`src/rtl/div_share_arbiter.sv`:
```
// Round-robin front end that lets two clients share one sequential divider.
// Captures operands, sequences the divider start, and returns results with a watchdog.
module div_share_arbiter #(
  parameter int W       = 10,
  parameter int TIMEOUT = 48,
  parameter int TW      = 6
)(
  input  logic         clk,
  input  logic         rst,
  input  logic         req0,
  input  logic         req1,
  input  logic [W-1:0] a0,
  input  logic [W-1:0] b0,
  input  logic [W-1:0] a1,
  input  logic [W-1:0] b1,
  output logic         gnt0,
  output logic         gnt1,
  output logic         done0,
  output logic         done1,
  output logic [W-1:0] res_q,
  output logic         res_ovf,
  output logic         res_dvz,
  output logic         res_tmo,
  output logic         div_start,
  output logic [W-1:0] div_a,
  output logic [W-1:0] div_b,
  input  logic         div_busy,
  input  logic         div_valid,
  input  logic         div_ovf,
  input  logic         div_dvz,
  input  logic [W-1:0] div_q
);

  typedef enum logic [1:0] {IDLE, ISSUE, WAIT, RESP} state_t;

  localparam logic [TW-1:0] CNT_LAST = TW'(TIMEOUT - 1);

  state_t              state;
  logic                owner;
  logic                last_owner;
  logic [TW-1:0]       cnt;
  logic [1:0][W-1:0]   opa;
  logic [1:0][W-1:0]   opb;
  logic                pick;
  logic                can_grant;
  logic                any_status;
  logic                tmo;

  assign opa        = {a1, a0};
  assign opb        = {b1, b0};
  assign can_grant  = !div_busy && (req0 || req1);
  assign any_status = div_dvz || div_ovf || div_valid;
  assign tmo        = !any_status && (cnt == CNT_LAST);

  // On a tie the requester that did not own the last job wins.
  always_comb begin
    pick = req1;
    if (req0 && req1) pick = ~last_owner;
  end

  always_ff @(posedge clk or posedge rst) begin
    if (rst) begin
      state      <= IDLE;
      owner      <= 1'b0;
      last_owner <= 1'b1;
      cnt        <= '0;
      gnt0       <= 1'b0;
      gnt1       <= 1'b0;
      done0      <= 1'b0;
      done1      <= 1'b0;
      div_start  <= 1'b0;
      div_a      <= '0;
      div_b      <= '0;
      res_q      <= '0;
      res_ovf    <= 1'b0;
      res_dvz    <= 1'b0;
      res_tmo    <= 1'b0;
    end else begin
      gnt0      <= 1'b0;
      gnt1      <= 1'b0;
      done0     <= 1'b0;
      done1     <= 1'b0;
      div_start <= 1'b0;
      case (state)
        IDLE: begin
          if (can_grant) begin
            state      <= ISSUE;
            gnt0       <= ~pick;
            gnt1       <= pick;
            div_start  <= 1'b1;
            div_a      <= opa[pick];
            div_b      <= opb[pick];
            owner      <= pick;
            last_owner <= pick;
          end
        end
        ISSUE: begin
          state <= WAIT;
          cnt   <= '0;
        end
        WAIT: begin
          cnt <= cnt + 1'b1;
          if (any_status || tmo) begin
            state   <= RESP;
            done0   <= ~owner;
            done1   <= owner;
            res_dvz <= div_dvz;
            res_ovf <= !div_dvz && div_ovf;
            res_tmo <= tmo;
            res_q   <= (div_dvz || tmo) ? '0 : div_q;
          end
        end
        RESP: state <= IDLE;
        default: state <= IDLE;
      endcase
    end
  end

endmodule

```
`config.mk`:
```
export PLATFORM = sky130hd
export DESIGN_NAME = div_share_arbiter
export DESIGN_NICKNAME = d
export VERILOG_FILES = /design/src/rtl/div_share_arbiter.sv
export SDC_FILE = /design/constraint.sdc
export NUM_CORES = 1
export LEC_CHECK = 0
export BUFFER_PORTS_ARGS = -buffer_cell sky130_fd_sc_hd__buf_2
export CORE_ASPECT_RATIO = 0.6
export CORE_UTILIZATION = 40
export DETAILED_ROUTE_END_ITERATION = 8
export PLACE_DENSITY = 0.69
export REMOVE_ABC_BUFFERS = 1
export SLEW_MARGIN = 20
export SYNTH_ARGS = -nofsm -noshare
export SYNTH_HDL_FRONTEND = slang
export SYNTH_SLANG_ARGS = --single-unit
```
`constraint.sdc`:
```
create_clock -name clk -period 3 [get_ports clk]
set_clock_uncertainty 0.2 [all_clocks]
set_input_delay 0.6 -clock clk [delete_from_list [all_inputs] [get_ports clk]]
set_output_delay 0.6 -clock clk [all_outputs]
set_load 0.1 [all_outputs]
```
==> flow_metrics.env, run 1 <==
export IMPL_status="finished, final reports clean"
export IMPL_critical_path_class="reg2reg"
export IMPL_grt_pass1_wl_mm=8.05
export IMPL_ys_types=43
export IMPL_portBuffers=95
export IMPL_synth_enable_flop_cells=0
export IMPL_track_usage_pct=17.8
export IMPL_cts_hold_fix_buffers=0
export IMPL_dieArea_um2=5730
export IMPL_hold_class="in2async"
export IMPL_ys_ff_latch=48
export IMPL_tns_ps=0
export IMPL_cts_clk_slew_worst_paths_ps=90
export IMPL_final_area_um2=2810
export IMPL_crit_fanout=13
export IMPL_nets=329
export IMPL_gp_congestion=0.696
export IMPL_cts_buffers=5
export IMPL_arrival_ps=2270
export IMPL_cts_htree_levels=2
export IMPL_required_ps=2980
export IMPL_grt_pass1_vias=1674
export IMPL_clockBufferDepth=2
export IMPL_post_cts_resized=0
export IMPL_cts_setup_buffers=0
export IMPL_synth_top_flop_cell="dfrtp_1"
export IMPL_slew_headroom_pct=47.8
export IMPL_rsz0062_at_grt="false"
export IMPL_final_max_slew_viol_count=0
export IMPL_start_util_pct=42.3
export IMPL_drive_above_1_share_pct=42.0
export IMPL_clock_latency_ps=300
export IMPL_setup_viol=0
export IMPL_fillers=444
export IMPL_synth_top_area_cell="dfrtp_1"
export IMPL_routed_wl_mm=5.03
export IMPL_place_area_um2=2670
export IMPL_critPathLaunchType="register"
export IMPL_cts_tree="done"
export IMPL_syn_to_final_growth_pct=29.3
export IMPL_yosys_warnings=0
export IMPL_max_slew_worst_pin_slew_ps=784
export IMPL_drcViolationCount=0
export IMPL_drt_pass1_iter_count=4
export IMPL_antenna_found_initial=0
export IMPL_core_um2=5130
export IMPL_cts_sinks=48
export IMPL_synthTopCellsByArea="dfrtp_1, a221o_1, a21boi_0, a32o_1, ha_1"
export IMPL_async_reset_ff_share_pct=100
export IMPL_fp_dieW_um=97.1
export IMPL_synth_yosys_seq_area_share_pct=55.4
export IMPL_rows=20
export IMPL_ant_nets=0
export IMPL_ios=96
export IMPL_antenna_cells=0
export IMPL_maxCapViolCount=0
export IMPL_clockRootBuffer="clkbuf_8"
export IMPL_timing_fmax_mhz=438
export IMPL_die_h_um=59.0
export IMPL_hpwlAfterDp_mm=3.66
export IMPL_grt_max_degree=25
export IMPL_yosysTopAreaCellShare_pct=54.2
export IMPL_syn_inst=177
export IMPL_finalCriticalPeriod_ps=2280
export IMPL_drt_iter0_markers=97
export IMPL_dr_total_vias=1794
export IMPL_hold_viol=0
export IMPL_period_share_pct=76.1
export IMPL_avgRoutedWirePerCell_um=15.0
export IMPL_syn_area_um2=2170
export IMPL_synth_avg_cell_area_um2=12.3
export IMPL_via_per_inst=5.36
export IMPL_endpoint_kind="register"
export IMPL_overflow=0
[layer usage]
| metal | track usage [%] | up-vias | wire, um |
|---|---|---|---|
| met5 | 0 | - | 0 |
| met4 | 4.48 | 0 | 42 |
| met3 | 4.25 | 5 | 286 |
| met2 | 26.4 | 56 | 2140 |
| met1 | 26.5 | 872 | 2560 |
| li1 | - | 861 | - |
[stage by stage]
step / setup slack [ps] / hold slack (ps) / std cells / util [%]
detailed placement: 709 / 249 / 327 / 52.0
CTS: 739 / 71.1 / 335 / 54.7
global route: 599 / 77.0 / 335 / 54.7
finish: 718 / 58.4 / 335 / 54.7
global placement: 746 / 258 / 327 / 52.0
floorplan: 1000 / 218 / 163 / -
[final timing paths]
kind,from,end,slack [ps],cells past startpoint
worst max register to register,state[0],res_dvz,720,5
min in group clk,owner,done0,260,1
worst min register to register,owner,done0,260,1
max in group asynchronous,rst,res_q[1],1960,3
worst max-delay path,state[0],res_dvz,720,5
worst min-delay path,rst,div_b[2],60,2
[cells by family (layout without fill, tap and decap cells)]
group                      count (synthesis)  after routing  share of synthesized area (%)
xor gates and xnor gates                   1              1                          0.404
and+or+nand+nor                           30             30                           8.07
muxes                                      2              2                          0.980
buffers and inverters                     22            114                           5.19
adders and majority gates                  3              3                           1.73
DFF                                       48             48                           55.4
AOI/OAI and AO/OA                         71             71                           28.2
[synthesized netlist by cell type (4+ instances only)]
| cell | number |
|---|---|
| nor2b_1 | 4 |
| nand2_1 | 4 |
| clkbuf_1 | 7 |
| dfrtp_1 | 47 |
| a32o_1 | 11 |
| a21boi_0 | 20 |
| inv_1 | 7 |
| a221o_1 | 20 |
| nor2_1 | 5 |
[state kept, by name, summed over array words and instances, names as in the netlist, 2 cells and up]
signal  count
cnt         6
div_a      10
div_b      10
res_q      10
state       2
[critical path, cell delays in order (launching register included)]
cell and delay, ps:
dfrtp_1 390, inv_1 100, ha_1 420, o31a_1 560
a31oi_4 160, mux2_1 350
[layout by cell type, fill, tap and decap left out, types with 3 or more instances in the layout]
cell type,n
o21ai_1,3
ha_1,3
a21boi_0,20
a32o_1,11
dfrtp_1,47
a221o_1,20
a21oi_1,3
clkbuf_8,5
nor2b_1,4
inv_1,6
o21ai_0,3
buf_4,3
nand2_1,4
buf_2,95
nor2_1,5
[area by class of cell]
class | instances | area (um^2) | share of cell area (%)
clock inverter | 3 | 68.8 | 2.45
multi-input combinational | 107 | 855 | 30.5
timing repair buffer | 98 | 498 | 17.8
inverter | 8 | 30.0 | 1.07
tap | 66 | 82.6 | 2.94
sequential | 48 | 1200 | 42.9
clock buffer | 5 | 68.8 | 2.45
Power of run 1 is left out: the tool's default activity adds up to more than one toggle a clock period on the data nets, which glitch-free logic cannot reach.
==> inputs of run 2 (changes only) <==
Settings changed: ABC_AREA from default to 1.
Clock period 3 ns to 2.1 ns, I/O delays scaled along.
==> run 2 against run 1 <==
Compared with the run above: global-route usage up 1.4 points; non-clock buffer count up 6; design area up 4.0%; synthesized cell count up 64%; the flow now finishes with violations (design-rule violations); sequential cell count unchanged; clock-buffer cell count up 2; area after synthesis up 1.7%; sequential share of layout area down 1.7 points.
==> flow_metrics.env, run 2 <==
export IMPL_status="finished, violations left"
export IMPL_violations="design-rule violations"
export IMPL_start_util_pct=42.6
export IMPL_die_h_um=59.5
export IMPL_final_common_cell="nand2_1"
export IMPL_clockBufferDepth=2
export IMPL_grt_max_degree=23
export IMPL_cts_tree="done"
export IMPL_endpoint_kind="register"
export IMPL_dieArea_um2=5830
export IMPL_clockRootBuffer="clkbuf_8"
export IMPL_cts_setup_buffers=0
export IMPL_routed_wl_mm=5.01
export IMPL_synth_yosys_seq_area_share_pct=54.5
export IMPL_cts_clk_slew_worst_paths_ps=80
export IMPL_syn_to_final_growth_pct=32.3
export IMPL_hold_path_endpoint="res_q[8]"
export IMPL_hold_viol=0
export IMPL_synthTopCellsByCount="nand2_1, dfrtp_1, nor2_1"
export IMPL_overflow=0
export IMPL_dp_slack_ps=328
export IMPL_crit_chain="inv_1 -> ha_1 -> inv_1 -> nor2_2 -> inv_1 -> buf_4 -> nand2_1 -> nand2_1"
export IMPL_critPathLaunchType="register"
export IMPL_utilization_pct=56.3
export IMPL_post_cts_resized=0
export IMPL_r2r_start="state[0]"
export IMPL_grt_pass1_wl_mm=8.73
export IMPL_antenna_found_initial=0
export IMPL_antenna_cells=0
export IMPL_rows=20
export IMPL_slowest_delay_ps=390
export IMPL_rsz0062_at_grt="false"
export IMPL_synth_top_area_cell="dfrtp_1"
export IMPL_hold_class="in2reg"
export IMPL_crit_top_cell="inv_1"
export IMPL_cts_htree_levels=2
export IMPL_cts_buffers=5
export IMPL_period_share_pct=83.8
export IMPL_arrival_ps=1750
export IMPL_ff2ff_setup_slack_ps=340
export IMPL_ys_ff_latch=48
export IMPL_wl_met3_um=277
export IMPL_max_slew_worst_pin_slew_ps=497
export IMPL_syn_area_um2=2210
export IMPL_r2r_end="div_a[8]"
export IMPL_slew_headroom_pct=67.1
export IMPL_multiInputGateArea_um2=892
export IMPL_regArea_um2=1200
export IMPL_m1WireLength_mm=2.39
export IMPL_required_ps=2090
export IMPL_grt_pass1_vias=2066
export IMPL_drt_iter0_markers=92
export IMPL_track_usage_pct=19.2
export IMPL_ys_types=20
export IMPL_async_reset_ff_share_pct=100
export IMPL_drcViolationCount=7
export IMPL_yosysTopAreaCellShare_pct=53.3
export IMPL_tns_ps=0
export IMPL_critical_path_class="reg2reg"
export IMPL_yosys_warnings=0
export IMPL_holdPathStages=3
export IMPL_maxCapViolCount=0
export IMPL_dr_max_layer_used="met4"
export IMPL_clock_latency_ps=290
export IMPL_drt_pass1_iter_count=8
export IMPL_crit_fanout=13
export IMPL_cts_hold_fix_buffers=1
export IMPL_synth_avg_cell_area_um2=7.61
export IMPL_reg2reg_depth=8
export IMPL_fp_dieW_um=97.9
export IMPL_synth_enable_flop_cells=0
export IMPL_drive_above_1_share_pct=30.4
export IMPL_gp_congestion=0.760
export IMPL_finalCriticalPeriod_ps=1760
export IMPL_core_um2=5180
export IMPL_timing_fmax_mhz=568
export IMPL_synthTopCellsByArea="dfrtp_1, nand2_1, nor2_1, inv_1, buf_2"
export IMPL_synth_most_common_cell="nand2_1"
export IMPL_setup_slack_ps=340
export IMPL_synth_top_flop_cell="dfrtp_1"
export IMPL_final_max_slew_viol_count=0
export IMPL_avgRoutedWirePerCell_um=10.9
export IMPL_top_regs="div_a: 10 flops, div_b: 10 flops, res_q: 10 flops"
export IMPL_met2WireLength_mm=2.30
export IMPL_dr_total_vias=2058
export IMPL_hpwlAfterDp_mm=3.86
export IMPL_fillers=474
export IMPL_final_cell_mix="nand2_1, buf_2, dfrtp_1"
export IMPL_syn_inst=290
export IMPL_cpMaxStageDelayCell="dfrtp_1"
export IMPL_cts_sinks=48
export IMPL_nets=452
export IMPL_portBuffers=95
export IMPL_setup_viol=0
export IMPL_hp_start="div_q[8]"
export IMPL_ios=96
export IMPL_via_per_inst=4.49
export IMPL_ant_nets=0
run 2: cell types whose count changed after synthesis, moves of 3 or more:
cell	delta
inv_1	+6
a32o_1	-11
o21ai_1	-3
a221o_1	-20
nand3_1	+4
buf_2	+5
nor2_1	+9
nand2_1	+177
nor2b_1	-4
clkbuf_1	-6
a21boi_0	-20
run 2: critical path: cells and delay by family (launching register included):
kind	cells	cell delay (ps)
adder cells (fa/ha/maj)	1	170
flip-flops	1	390
AND/OR/NAND/NOR	3	440
buffers and inverters	4	460
run 2: area by class of cell:
cell class / count / area share [%]
timing repair buffer: 104 / 19.1
inverter: 15 / 1.93
clock inverter: 1 / 1.03
sequential: 48 / 41.2
multi-input combinational: 217 / 30.6
tap: 66 / 2.83
clock buffer: 7 / 3.30
run 2: metrics by stage:
step / instance area (um^2) / instances / hold WS [ps]
final: 2920 / 458 / 115
after global routing: 2920 / 458 / 121
after CTS: 2920 / 458 / 111
after detailed placement: 2780 / 449 / 189
after global placement: 2780 / 449 / 190
after floorplan: 2150 / 280 / 203
run 2: logic make-up after synthesis:
group | synth area share [%]
AND/OR/NAND/NOR | 37.1
flip-flops | 54.5
buffers and inverters | 5.05
AO/OA/AOI/OAI | 1.25
adder cells (fa/ha/maj) | 1.70
XOR/XNOR | 0.397
run 2: how the worst max path moves through the flow:
stage	cells past startpoint	endpoint	from
2_1_floorplan	7	div_a[0]	state[0]
5_1_grt	8	div_a[8]	state[0]
3_3_place_gp	7	div_b[0]	div_busy
6_report	8	div_a[8]	state[0]
3_5_place_dp	7	div_b[4]	div_busy
4_1_cts	8	div_b[4]	state[0]
run 2: layer usage:
layer / vias to the layer above / track usage [%]
met2: 56 / 33.5
met1: 929 / 24.3
met4: 0 / 6.06
met3: 4 / 4.25
met5: - / 0
li1: 1069 / -
Power of run 2 is left out for the same reason.
==> inputs of run 3 (changes only) <==
Clock period 2.1 ns to 1.75 ns, I/O delays scaled along.
==> run 3 against run 2 <==
Compared with the run above: the flow still finishes with violations (design-rule violations); sequential share of layout area increased by 0.52 points; via count decreased by 1.1%; first-iteration DRC count decreased by 6.5%; final cell count unchanged; critical path type is now reg2out.
==> flow_metrics.env, run 3 (synthesis gave the netlist of run 2 again) <==
export IMPL_status="finished, violations left"
export IMPL_violations="design-rule violations"
export IMPL_grt_util_met3_pct=4.36
export IMPL_slew_headroom_pct=66.4
export IMPL_antenna_cells=0
export IMPL_hold_class="in2reg"
export IMPL_rsz0062_at_grt="true"
export IMPL_routed_wl_mm=4.97
export IMPL_overflow=0
export IMPL_critical_path_class="reg2out"
export IMPL_antenna_found_initial=0
export IMPL_clockRootBuffer="clkbuf_8"
export IMPL_place_area_um2=2780
export IMPL_start_util_pct=42.6
export IMPL_cts_buffers=5
export IMPL_grt_max_degree=23
export IMPL_via_per_inst=4.45
export IMPL_ant_nets=0
export IMPL_hold_viol=0
export IMPL_nets=452
export IMPL_arrival_ps=1100
export IMPL_final_area_um2=2880
export IMPL_portBuffers=95
export IMPL_core_um2=5180
export IMPL_cts_tree="done"
export IMPL_endpoint_kind="primary output"
export IMPL_cts_setup_buffers=0
export IMPL_dieArea_um2=5830
export IMPL_drcViolationCount=7
export IMPL_track_usage_pct=19.7
export IMPL_crit_fanout=2
export IMPL_busiest_layer="met2"
export IMPL_top_regs="div_a: 10 flops, div_b: 10 flops, res_q: 10 flops"
export IMPL_drt_pass1_iter_count=8
export IMPL_fp_dieW_um=97.9
export IMPL_clock_latency_ps=300
export IMPL_drive_above_1_share_pct=30.6
export IMPL_drt_iter0_markers=86
export IMPL_grt_pass1_wl_mm=8.94
export IMPL_cts_sinks=48
export IMPL_crit_chain="buf_2"
export IMPL_timing_fmax_mhz=607
export IMPL_fillers=507
export IMPL_grt_pass1_vias=2068
export IMPL_syn_to_final_growth_pct=30.6
export IMPL_ios=96
export IMPL_rows=20
export IMPL_final_cell_mix="nand2_1, buf_2, dfrtp_1"
export IMPL_grt_util_met2_pct=34.5
export IMPL_setup_viol=0
export IMPL_final_common_cell="nand2_1"
export IMPL_required_ps=1200
export IMPL_cts_clk_slew_worst_paths_ps=90
export IMPL_period_share_pct=94.1
export IMPL_cts_htree_levels=2
export IMPL_maxCapViolCount=0
export IMPL_dr_total_vias=2036
export IMPL_cp_top_family="buffers and inverters"
export IMPL_clockBufferDepth=2
export IMPL_avgRoutedWirePerCell_um=10.8
export IMPL_finalCriticalPeriod_ps=1650
export IMPL_hpwlAfterDp_mm=3.80
export IMPL_cp_buffers_inverters=1
export IMPL_met1_usage_pct=24.6
export IMPL_cpMaxStageDelayCell="buf_2"
export IMPL_critPathLaunchType="register"
export IMPL_max_slew_worst_pin_slew_ps=507
export IMPL_slowest_delay_ps=430
export IMPL_die_h_um=59.5
export IMPL_final_max_slew_viol_count=0
export IMPL_gp_congestion=0.835
## run 3: cell types whose count changed in the layout (fill, tap and decap cells not counted)
| cell | previous run | this run |
|---|---|---|
| nor2_1 | 14 | 13 |
| clkinvlp_4 | 0 | 1 |
| clkbuf_1 | 0 | 1 |
| ha_2 | 0 | 1 |
| clkinv_2 | 0 | 1 |
| bufinv_16 | 1 | 0 |
| clkbuf_8 | 7 | 5 |
| ha_1 | 3 | 2 |
| nor2_2 | 1 | 2 |
## run 3: cell type report
class	count	area, um^2	area share [%]
flip-flops and latches	48	1200	41.7
multi-input cells	217	897	31.1
repair buffers	104	558	19.4
well taps	66	82.6	2.87
clock buffers	6	72.6	2.52
inverters	15	56.3	1.95
clock inverters	2	12.5	0.434
## run 3: path summary, 6_finish.rpt
kind,start,to,slack [ps],cells after the start
setup / recovery,div_b[1],div_b[1],100,1
hold / removal,div_q[2],res_q[2],40,3
setup reg to reg,state[1],cnt[4],150,6
hold reg to reg,owner,done0,230,1
max in group asynchronous,rst,div_a[2],470,4
min in group asynchronous,rst,res_q[6],370,3
## run 3: per-layer routing
layer	up-vias	wire length [um]
li1	1073	-
met1	900	2420
met2	54	2180
met3	9	304
met4	0	65
met5	-	0
## run 3: tightest hold or removal path, delay by kind of cell
family                 cells  cell delay (ps)
buffers and inverters      1               70
AND/OR/NAND/NOR            2               80
## run 3: per-stage QoR
step	instances	TNS, ps	setup WS (ps)	util [%]	hold slack (ps)
CTS	458	0	74.1	55.5	27.6
global route	458	-24.1	-16.7	55.6	26.5
finish	458	0	104	55.6	39.8
global placement	449	0	189	53.7	145
floorplan	280	-5900	-270	-	203
detailed placement	449	0	89.9	53.7	148
## run 3: timing repair
item | CTS | global route
hold endpoints to repair | 13 | 0
endpoints found under the setup margin | 0 | 4
hold buffers | 1 | 0
resized for setup | 0 | 2
Power of run 3 is left out for the same reason.
